`src/rtl/alu_md_pkg.sv`:
```
// Shared constants for the alu_md block.
//   NOPS         : number of one-hot ALU op bits
//   OP_*         : bit index of each ALU op inside alu_ctrl
//   md_op_e      : multiply/divide operation encodings
//   md_state_e   : multiply/divide engine states
package alu_md_pkg;

    localparam int unsigned NOPS    = 10;

    localparam int unsigned OP_ADDU = 0;
    localparam int unsigned OP_SUBU = 1;
    localparam int unsigned OP_ADD  = 2;
    localparam int unsigned OP_SUB  = 3;
    localparam int unsigned OP_AND  = 4;
    localparam int unsigned OP_OR   = 5;
    localparam int unsigned OP_XOR  = 6;
    localparam int unsigned OP_NOR  = 7;
    localparam int unsigned OP_SLT  = 8;
    localparam int unsigned OP_SLTU = 9;

    typedef enum logic [1:0] {
        MD_MULT  = 2'd0,
        MD_MULTU = 2'd1,
        MD_DIV   = 2'd2,
        MD_DIVU  = 2'd3
    } md_op_e;

    typedef enum logic [1:0] {
        MdIdle = 2'd0,
        MdRun  = 2'd1,
        MdFix  = 2'd2
    } md_state_e;

endpackage

```
`src/rtl/alu_md_md_unit.sv`:
```
// Sequential multiply/divide engine with HI/LO registers.
// Operands are captured on the accepting edge, WIDTH iterations follow (shift-add multiply or
// restoring divide on magnitudes), then one sign-correction cycle writes HI/LO and pulses md_done.
//   clk, rst        : clock, asynchronous active-high reset
//   md_start, md_op : launch request and operation (MULT/MULTU/DIV/DIVU)
//   a, b            : operands; a is also the MTHI/MTLO write data
//   hi_we, lo_we    : MTHI/MTLO strobes, honoured only while idle and not starting
//   md_busy         : high from acceptance until the result is written
//   md_done         : one-cycle pulse, HI/LO just updated
//   hi, lo          : HI/LO registers
module md_unit
    import alu_md_pkg::*;
#(
    parameter int unsigned WIDTH = 32
) (
    input  logic             clk,
    input  logic             rst,
    input  logic             md_start,
    input  logic [1:0]       md_op,
    input  logic [WIDTH-1:0] a,
    input  logic [WIDTH-1:0] b,
    input  logic             hi_we,
    input  logic             lo_we,
    output logic             md_busy,
    output logic             md_done,
    output logic [WIDTH-1:0] hi,
    output logic [WIDTH-1:0] lo
);

    localparam int unsigned CNT_W = $clog2(WIDTH);

    md_state_e        state_q, state_d;
    logic [CNT_W-1:0] cnt_q, cnt_d;
    // acc: product high half / partial remainder; quo: multiplier / dividend-quotient
    logic [WIDTH-1:0] acc_q, acc_d;
    logic [WIDTH-1:0] quo_q, quo_d;
    logic [WIDTH-1:0] bm_q, bm_d;      // |b|
    logic             is_div_q, is_div_d;
    logic             neg_q, neg_d;    // negate product / quotient
    logic             rneg_q, rneg_d;  // negate remainder
    logic [WIDTH-1:0] hi_q, hi_d;
    logic [WIDTH-1:0] lo_q, lo_d;
    logic             done_q, done_d;

    logic             op_signed;
    logic [WIDTH:0]   mul_sum;
    logic [WIDTH:0]   rem_sh;
    logic [WIDTH:0]   trial;
    logic [2*WIDTH-1:0] prod;
    logic [2*WIDTH-1:0] prod_fix;

    assign op_signed = (md_op == MD_MULT) || (md_op == MD_DIV);

    always_comb begin
        state_d  = state_q;
        cnt_d    = cnt_q;
        acc_d    = acc_q;
        quo_d    = quo_q;
        bm_d     = bm_q;
        is_div_d = is_div_q;
        neg_d    = neg_q;
        rneg_d   = rneg_q;
        hi_d     = hi_q;
        lo_d     = lo_q;
        done_d   = 1'b0;

        mul_sum  = {1'b0, acc_q} + {1'b0, (quo_q[0] ? bm_q : '0)};
        rem_sh   = {acc_q, quo_q[WIDTH-1]};
        trial    = rem_sh - {1'b0, bm_q};
        prod     = {acc_q, quo_q};
        prod_fix = neg_q ? -prod : prod;

        unique case (state_q)
            MdIdle: begin
                if (md_start) begin
                    state_d  = MdRun;
                    cnt_d    = '0;
                    acc_d    = '0;
                    quo_d    = (op_signed && a[WIDTH-1]) ? -a : a;
                    bm_d     = (op_signed && b[WIDTH-1]) ? -b : b;
                    is_div_d = md_op[1];
                    neg_d    = op_signed && (a[WIDTH-1] ^ b[WIDTH-1]);
                    rneg_d   = op_signed && a[WIDTH-1];
                end else begin
                    if (hi_we) hi_d = a;
                    if (lo_we) lo_d = a;
                end
            end
            MdRun: begin
                if (is_div_q) begin
                    // Trial fits in WIDTH bits whenever it is non-negative, so bit WIDTH is the sign.
                    if (!trial[WIDTH]) begin
                        acc_d = trial[WIDTH-1:0];
                        quo_d = {quo_q[WIDTH-2:0], 1'b1};
                    end else begin
                        acc_d = rem_sh[WIDTH-1:0];
                        quo_d = {quo_q[WIDTH-2:0], 1'b0};
                    end
                end else begin
                    acc_d = mul_sum[WIDTH:1];
                    quo_d = {mul_sum[0], quo_q[WIDTH-1:1]};
                end
                cnt_d = cnt_q + 1'b1;
                if (cnt_q == CNT_W'(WIDTH - 1)) state_d = MdFix;
            end
            MdFix: begin
                if (is_div_q) begin
                    lo_d = neg_q ? -quo_q : quo_q;
                    hi_d = rneg_q ? -acc_q : acc_q;
                end else begin
                    hi_d = prod_fix[2*WIDTH-1:WIDTH];
                    lo_d = prod_fix[WIDTH-1:0];
                end
                done_d  = 1'b1;
                state_d = MdIdle;
            end
            default: state_d = MdIdle;
        endcase
    end

    always_ff @(posedge clk or posedge rst) begin
        if (rst) begin
            state_q  <= MdIdle;
            cnt_q    <= '0;
            acc_q    <= '0;
            quo_q    <= '0;
            bm_q     <= '0;
            is_div_q <= 1'b0;
            neg_q    <= 1'b0;
            rneg_q   <= 1'b0;
            hi_q     <= '0;
            lo_q     <= '0;
            done_q   <= 1'b0;
        end else begin
            state_q  <= state_d;
            cnt_q    <= cnt_d;
            acc_q    <= acc_d;
            quo_q    <= quo_d;
            bm_q     <= bm_d;
            is_div_q <= is_div_d;
            neg_q    <= neg_d;
            rneg_q   <= rneg_d;
            hi_q     <= hi_d;
            lo_q     <= lo_d;
            done_q   <= done_d;
        end
    end

    assign md_busy = (state_q != MdIdle);
    assign md_done = done_q;
    assign hi      = hi_q;
    assign lo      = lo_q;

endmodule

```
`src/rtl/alu_md.sv`:
```
// EX-stage ALU with one-hot op select plus a sequential multiply/divide unit.
//   a, b, shamt, alu_ctrl : ALU operands, shift amount (reserved), one-hot op select
//   c, overflow, zero     : combinational result, signed ADD/SUB overflow, c == 0
//   md_* , hi_we, lo_we   : multiply/divide handshake and MTHI/MTLO strobes
//   hi, lo                : HI/LO registers
module alu_md #(
    parameter int unsigned WIDTH   = 32,
    parameter int unsigned SHAMT_W = 5,
    parameter int unsigned NOPS    = alu_md_pkg::NOPS
) (
    input  logic               clk,
    input  logic               rst,
    input  logic [WIDTH-1:0]   a,
    input  logic [WIDTH-1:0]   b,
    input  logic [SHAMT_W-1:0] shamt,
    input  logic [NOPS-1:0]    alu_ctrl,
    output logic [WIDTH-1:0]   c,
    output logic               overflow,
    output logic               zero,
    input  logic               md_start,
    input  logic [1:0]         md_op,
    output logic               md_busy,
    output logic               md_done,
    input  logic               hi_we,
    input  logic               lo_we,
    output logic [WIDTH-1:0]   hi,
    output logic [WIDTH-1:0]   lo
);

    import alu_md_pkg::*;

    logic [WIDTH-1:0] sum;
    logic [WIDTH-1:0] diff;
    logic             slt;
    logic             sltu;
    logic             add_ovf;
    logic             sub_ovf;
    logic             unused_shamt;

    // Reserved for future shift op bits.
    assign unused_shamt = ^shamt;

    assign sum  = a + b;
    assign diff = a - b;
    assign slt  = $signed(a) < $signed(b);
    assign sltu = a < b;

    assign add_ovf = (a[WIDTH-1] == b[WIDTH-1]) && (sum[WIDTH-1] != a[WIDTH-1]);
    assign sub_ovf = (a[WIDTH-1] != b[WIDTH-1]) && (diff[WIDTH-1] != a[WIDTH-1]);

    always_comb begin
        c = '0;
        if (alu_ctrl[OP_ADDU]) c = c | sum;
        if (alu_ctrl[OP_SUBU]) c = c | diff;
        if (alu_ctrl[OP_ADD])  c = c | sum;
        if (alu_ctrl[OP_SUB])  c = c | diff;
        if (alu_ctrl[OP_AND])  c = c | (a & b);
        if (alu_ctrl[OP_OR])   c = c | (a | b);
        if (alu_ctrl[OP_XOR])  c = c | (a ^ b);
        if (alu_ctrl[OP_NOR])  c = c | ~(a | b);
        if (alu_ctrl[OP_SLT])  c = c | {{(WIDTH-1){1'b0}}, slt};
        if (alu_ctrl[OP_SLTU]) c = c | {{(WIDTH-1){1'b0}}, sltu};
    end

    assign overflow = (alu_ctrl[OP_ADD] & add_ovf) | (alu_ctrl[OP_SUB] & sub_ovf);
    assign zero     = (c == '0);

    md_unit #(
        .WIDTH(WIDTH)
    ) u_md_unit (
        .clk     (clk),
        .rst     (rst),
        .md_start(md_start),
        .md_op   (md_op),
        .a       (a),
        .b       (b),
        .hi_we   (hi_we),
        .lo_we   (lo_we),
        .md_busy (md_busy),
        .md_done (md_done),
        .hi      (hi),
        .lo      (lo)
    );

endmodule

```
`config.mk`:
```
export PLATFORM = sky130hd
export DESIGN_NAME = alu_md
export DESIGN_NICKNAME = d
export VERILOG_FILES = /design/src/rtl/alu_md_pkg.sv /design/src/rtl/alu_md_md_unit.sv /design/src/rtl/alu_md.sv
export SDC_FILE = /design/constraint.sdc
export NUM_CORES = 1
export LEC_CHECK = 0
export BUFFER_PORTS_ARGS = -buffer_cell sky130_fd_sc_hd__buf_2
export CORE_ASPECT_RATIO = 0.6
export CORE_UTILIZATION = 54
export CTS_BUF_LIST = sky130_fd_sc_hd__clkbuf_8 sky130_fd_sc_hd__clkbuf_16
export DETAILED_ROUTE_END_ITERATION = 7
export HOLD_SLACK_MARGIN = 0.08
export PLACE_DENSITY_LB_ADDON = 0.1
export SETUP_SLACK_MARGIN = 0.05
export SLEW_MARGIN = 10
export SYNTH_ARGS = -nofsm -noshare
export SYNTH_HDL_FRONTEND = slang
export SYNTH_SLANG_ARGS = --single-unit
```
`constraint.sdc`:
```
create_clock -name clk -period 5.3 [get_ports clk]
set_clock_uncertainty 0.05 [all_clocks]
set_input_delay 0.53 -clock clk [delete_from_list [all_inputs] [get_ports clk]]
set_output_delay 0.53 -clock clk [all_outputs]
set_load 0.005 [all_outputs]
```
==> flow_summary.toml <==
[status]
run_status = "complete, no violations"

[place]
placed_area_mm2 = 0.0212
detailedPlacementHpwl_um = 57000
port_buffers = 180
place.detailed.instances = 3164
global_placer_s_final_weighted_congestion = 1.01

[floorplanning]
chipHeight_um = 150
floorplan.die_area_mm2 = 0.0372
start_util_pct = 55.5
fp.dieW_um = 248
floorplan.core_area_mm2 = 0.0354
ioPinCount = 186
cell_row_count = 53

[final_layout]
drive_above_1_share_pct = 13.8
nNetsFinal = 2975
final_cell_area_mm2 = 0.0220
final_cell_mix = "nand2_1, o21ai_0, buf_2, dfrtp_1, nor2_1"
finalNonFillerCells = 3201
area_growth_pct = 12.0
commonest_non_fill_non_tap_cell_in_the_layout = "nand2_1"

[detailed_routing]
wl_per_cell_um = 23.0
routed_wirelength_um = 73500
dr_iter_0_viols = 2472
drt_drc_violations_left = 0
detail_route.first_pass.iterations = 6
vias = 21100
drt-vias-per-instance = 6.61
drt.antenna.violating_nets = 0

[global_route]
grt_util_all_layers_pct = 38.9
grt-busiest-layer = "met1"
first_global_vias = 19000
grt_max_degree = 89
globalRouteOverflowTotal = 0
met3_usage_pct = 10.2
grt_util_met2_pct = 55.8
gr-usage-met1_pct = 57.0
antenna_found_initial = 4
grt_first_pass_wirelength_um = 111000

[pwr]
total_power_mw = 11.8
power_leakage_nw = 9.38
cellPowerDensity_mw_per_mm2 = 536
max_vdd_drop_v = 0.000409

[synthesis]
synth_seq_cells = 171
synthesis.nets = 2839
average_size_of_a_mapped_cell_um2 = 7.61
synth_async_sr_flop_share_pct = 100
syn-instance-count = 2583
syn-cell-area_mm2 = 0.0197
synth.distinct_cells = 84
yosys_warnings = 0
synth_sequential_area_ratio_pct = 21.8
synth_flop_cell = "dfrtp_1"
synth-edff-count = 0

[clock_network]
insertion_delay_ns = 0.45
max-clock-path-buffers = 2
root_buffer = "clkbuf_16"
clk_pin_slew_ns = 0.07
hold_buffer_count_at_cts = 0
cts_num_sinks = 171
cts_made_buffers = 17
cts-htree-levels = 4
tritoncts = "done"

[worst_setup_path]
worstSetupPathType = "input pin to primary output"
crit_fanout = 6
regToRegStartpoint = "u_md_unit.quo_q[31]$_DFFE_PP0P_"
critical_path.startpoint_type = "input pin"
cp.arrival_ns = 4.54
timing.critical_path.from = "a[7]"
critPathCapture = "zero"
worstReg2RegEnd = "u_md_unit.acc_q[22]$_DFFE_PP0P_"
rrSetupSlack_ns = 0.48
worst_ep_required_time_ns = 4.72
worst-r2r-cell-count = 16
end_kind = "primary output"

[sta]
fin_crit_ns = 5.12
maxSlewViolCount = 0
timing.setup.tns_ns = 0
setup_violations = 0
timing.fmax_ghz = 0.195
final_period_util_pct = 96.6
rsz0062_at_grt = "false"
max_slew.worst_pin.slew_ns = 1.19
finalHoldViolCount = 0
worst_slew_margin_rel_pct = 21.0

[job]
max_cap_violations = 0

[hold_path]
hold_path_class = "input pin to asynchronous set/reset pin"
[metrics by stage]
stage               worst slack (ns)  hold slack [ns]  utilization [%]
global route                  0.0610            0.219             62.1
CTS                           0.0589            0.207             61.6
global placement             -0.0414            0.418             59.9
detailed placement           -0.0517            0.425             59.9
floorplan                     0.0882            0.399                -
finish                         0.178            0.146             62.2
[sequential cells by signal (all words and copies together), names as in the netlist]
name	cells
u_md_unit.acc_q	32
u_md_unit.bm_q	32
u_md_unit.hi	32
u_md_unit.lo	32
u_md_unit.quo_q	32
u_md_unit.cnt_q	5
u_md_unit.state_q	2
u_md_unit.is_div_q	1
u_md_unit.md_done	1
u_md_unit.neg_q	1
u_md_unit.rneg_q	1
[report_power, final]
group / leakage [nW] / internal, mW / switching, mW
Combinational: 7.02 / 3.19 / 4.45
Clock: 0.304 / 0.785 / 0.593
Sequential: 2.05 / 1.95 / 0.832
[Yosys cell counts, types with 64 or more instances]
cell	number	area share, %
o211ai_1	64	2.4
o21ai_0	282	7.2
mux2i_1	124	6.3
a21oi_1	160	4.1
ha_1	166	11
inv_1	151	2.9
dfrtp_1	171	22
nor3_1	64	1.6
nand2_1	296	5.7
nor2_1	169	3.2
clkbuf_1	116	2.2
xnor2_1	136	6.1
[final cells by class]
type                       instances  area (um^2)
antenna                            3         7.51
clock buffer                      20          467
clock inverter                    11          159
fill                            3264        13400
inverter                         152          577
multi-input combinational       2119        14400
sequential                       171         4280
tap                              467          584
timing repair buffer             258         1500
[what timing repair did]
item                       4_1_cts  5_1_grt
gates resized for setup          1       36
setup endpoints to repair        1        1
setup buffers                    0        3
pin swaps                        0        9
[routing by layer]
metal / up-vias / share of wire (%)
met3: 121 / 11
met2: 1156 / 42
li1: 9696 / -
met5: - / 0.018
met1: 10200 / 45
met4: 2 / 2.1
[worst min-delay path by stage]
stage	start	endpoint	slack (ns)	cells after the start
2_1_floorplan	u_md_unit.cnt_q[3]$_DFFE_PP0P_	u_md_unit.cnt_q[3]$_DFFE_PP0P_	0.40	1
3_3_place_gp	u_md_unit.bm_q[2]$_DFFE_PP0P_	u_md_unit.bm_q[2]$_DFFE_PP0P_	0.42	2
3_5_place_dp	u_md_unit.bm_q[23]$_DFFE_PP0P_	u_md_unit.bm_q[23]$_DFFE_PP0P_	0.42	2
4_1_cts	rst	u_md_unit.cnt_q[4]$_DFFE_PP0P_	0.21	2
5_1_grt	md_op[1]	u_md_unit.is_div_q$_DFFE_PP0P_	0.22	3
6_report	rst	u_md_unit.cnt_q[4]$_DFFE_PP0P_	0.15	2
[worst max-delay path: stages]
cell       delay [ns]
buf_2            0.19
inv_1            0.09
ha_1             0.36
and3_1           0.22
and3_1           0.25
a2111oi_4        0.55
or2_4            0.21
a211oi_1         0.04
a211o_1          0.33
or3b_2           0.50
nor4_4           0.27
buf_4            0.16
nand4_1          0.06
or4b_1           0.47
nor3_1           0.17
buf_2            0.14
[logic make-up (layout without fill, tap and decap cells)]
family                     count (synthesis)  in the layout  synth area share [%]
DFF                                      171            171                  21.8
xor gates and xnor gates                 169            169                  7.53
adders and majority gates                170            170                  11.0
muxes                                    129            129                  6.60
and+or+nand+nor                          785            785                  18.9
AOI/OAI and AO/OA                        866            866                  28.6
other                                      0              3                     0
buffers and inverters                    293            441                  5.67
Power figures use the tool's default switching activity.
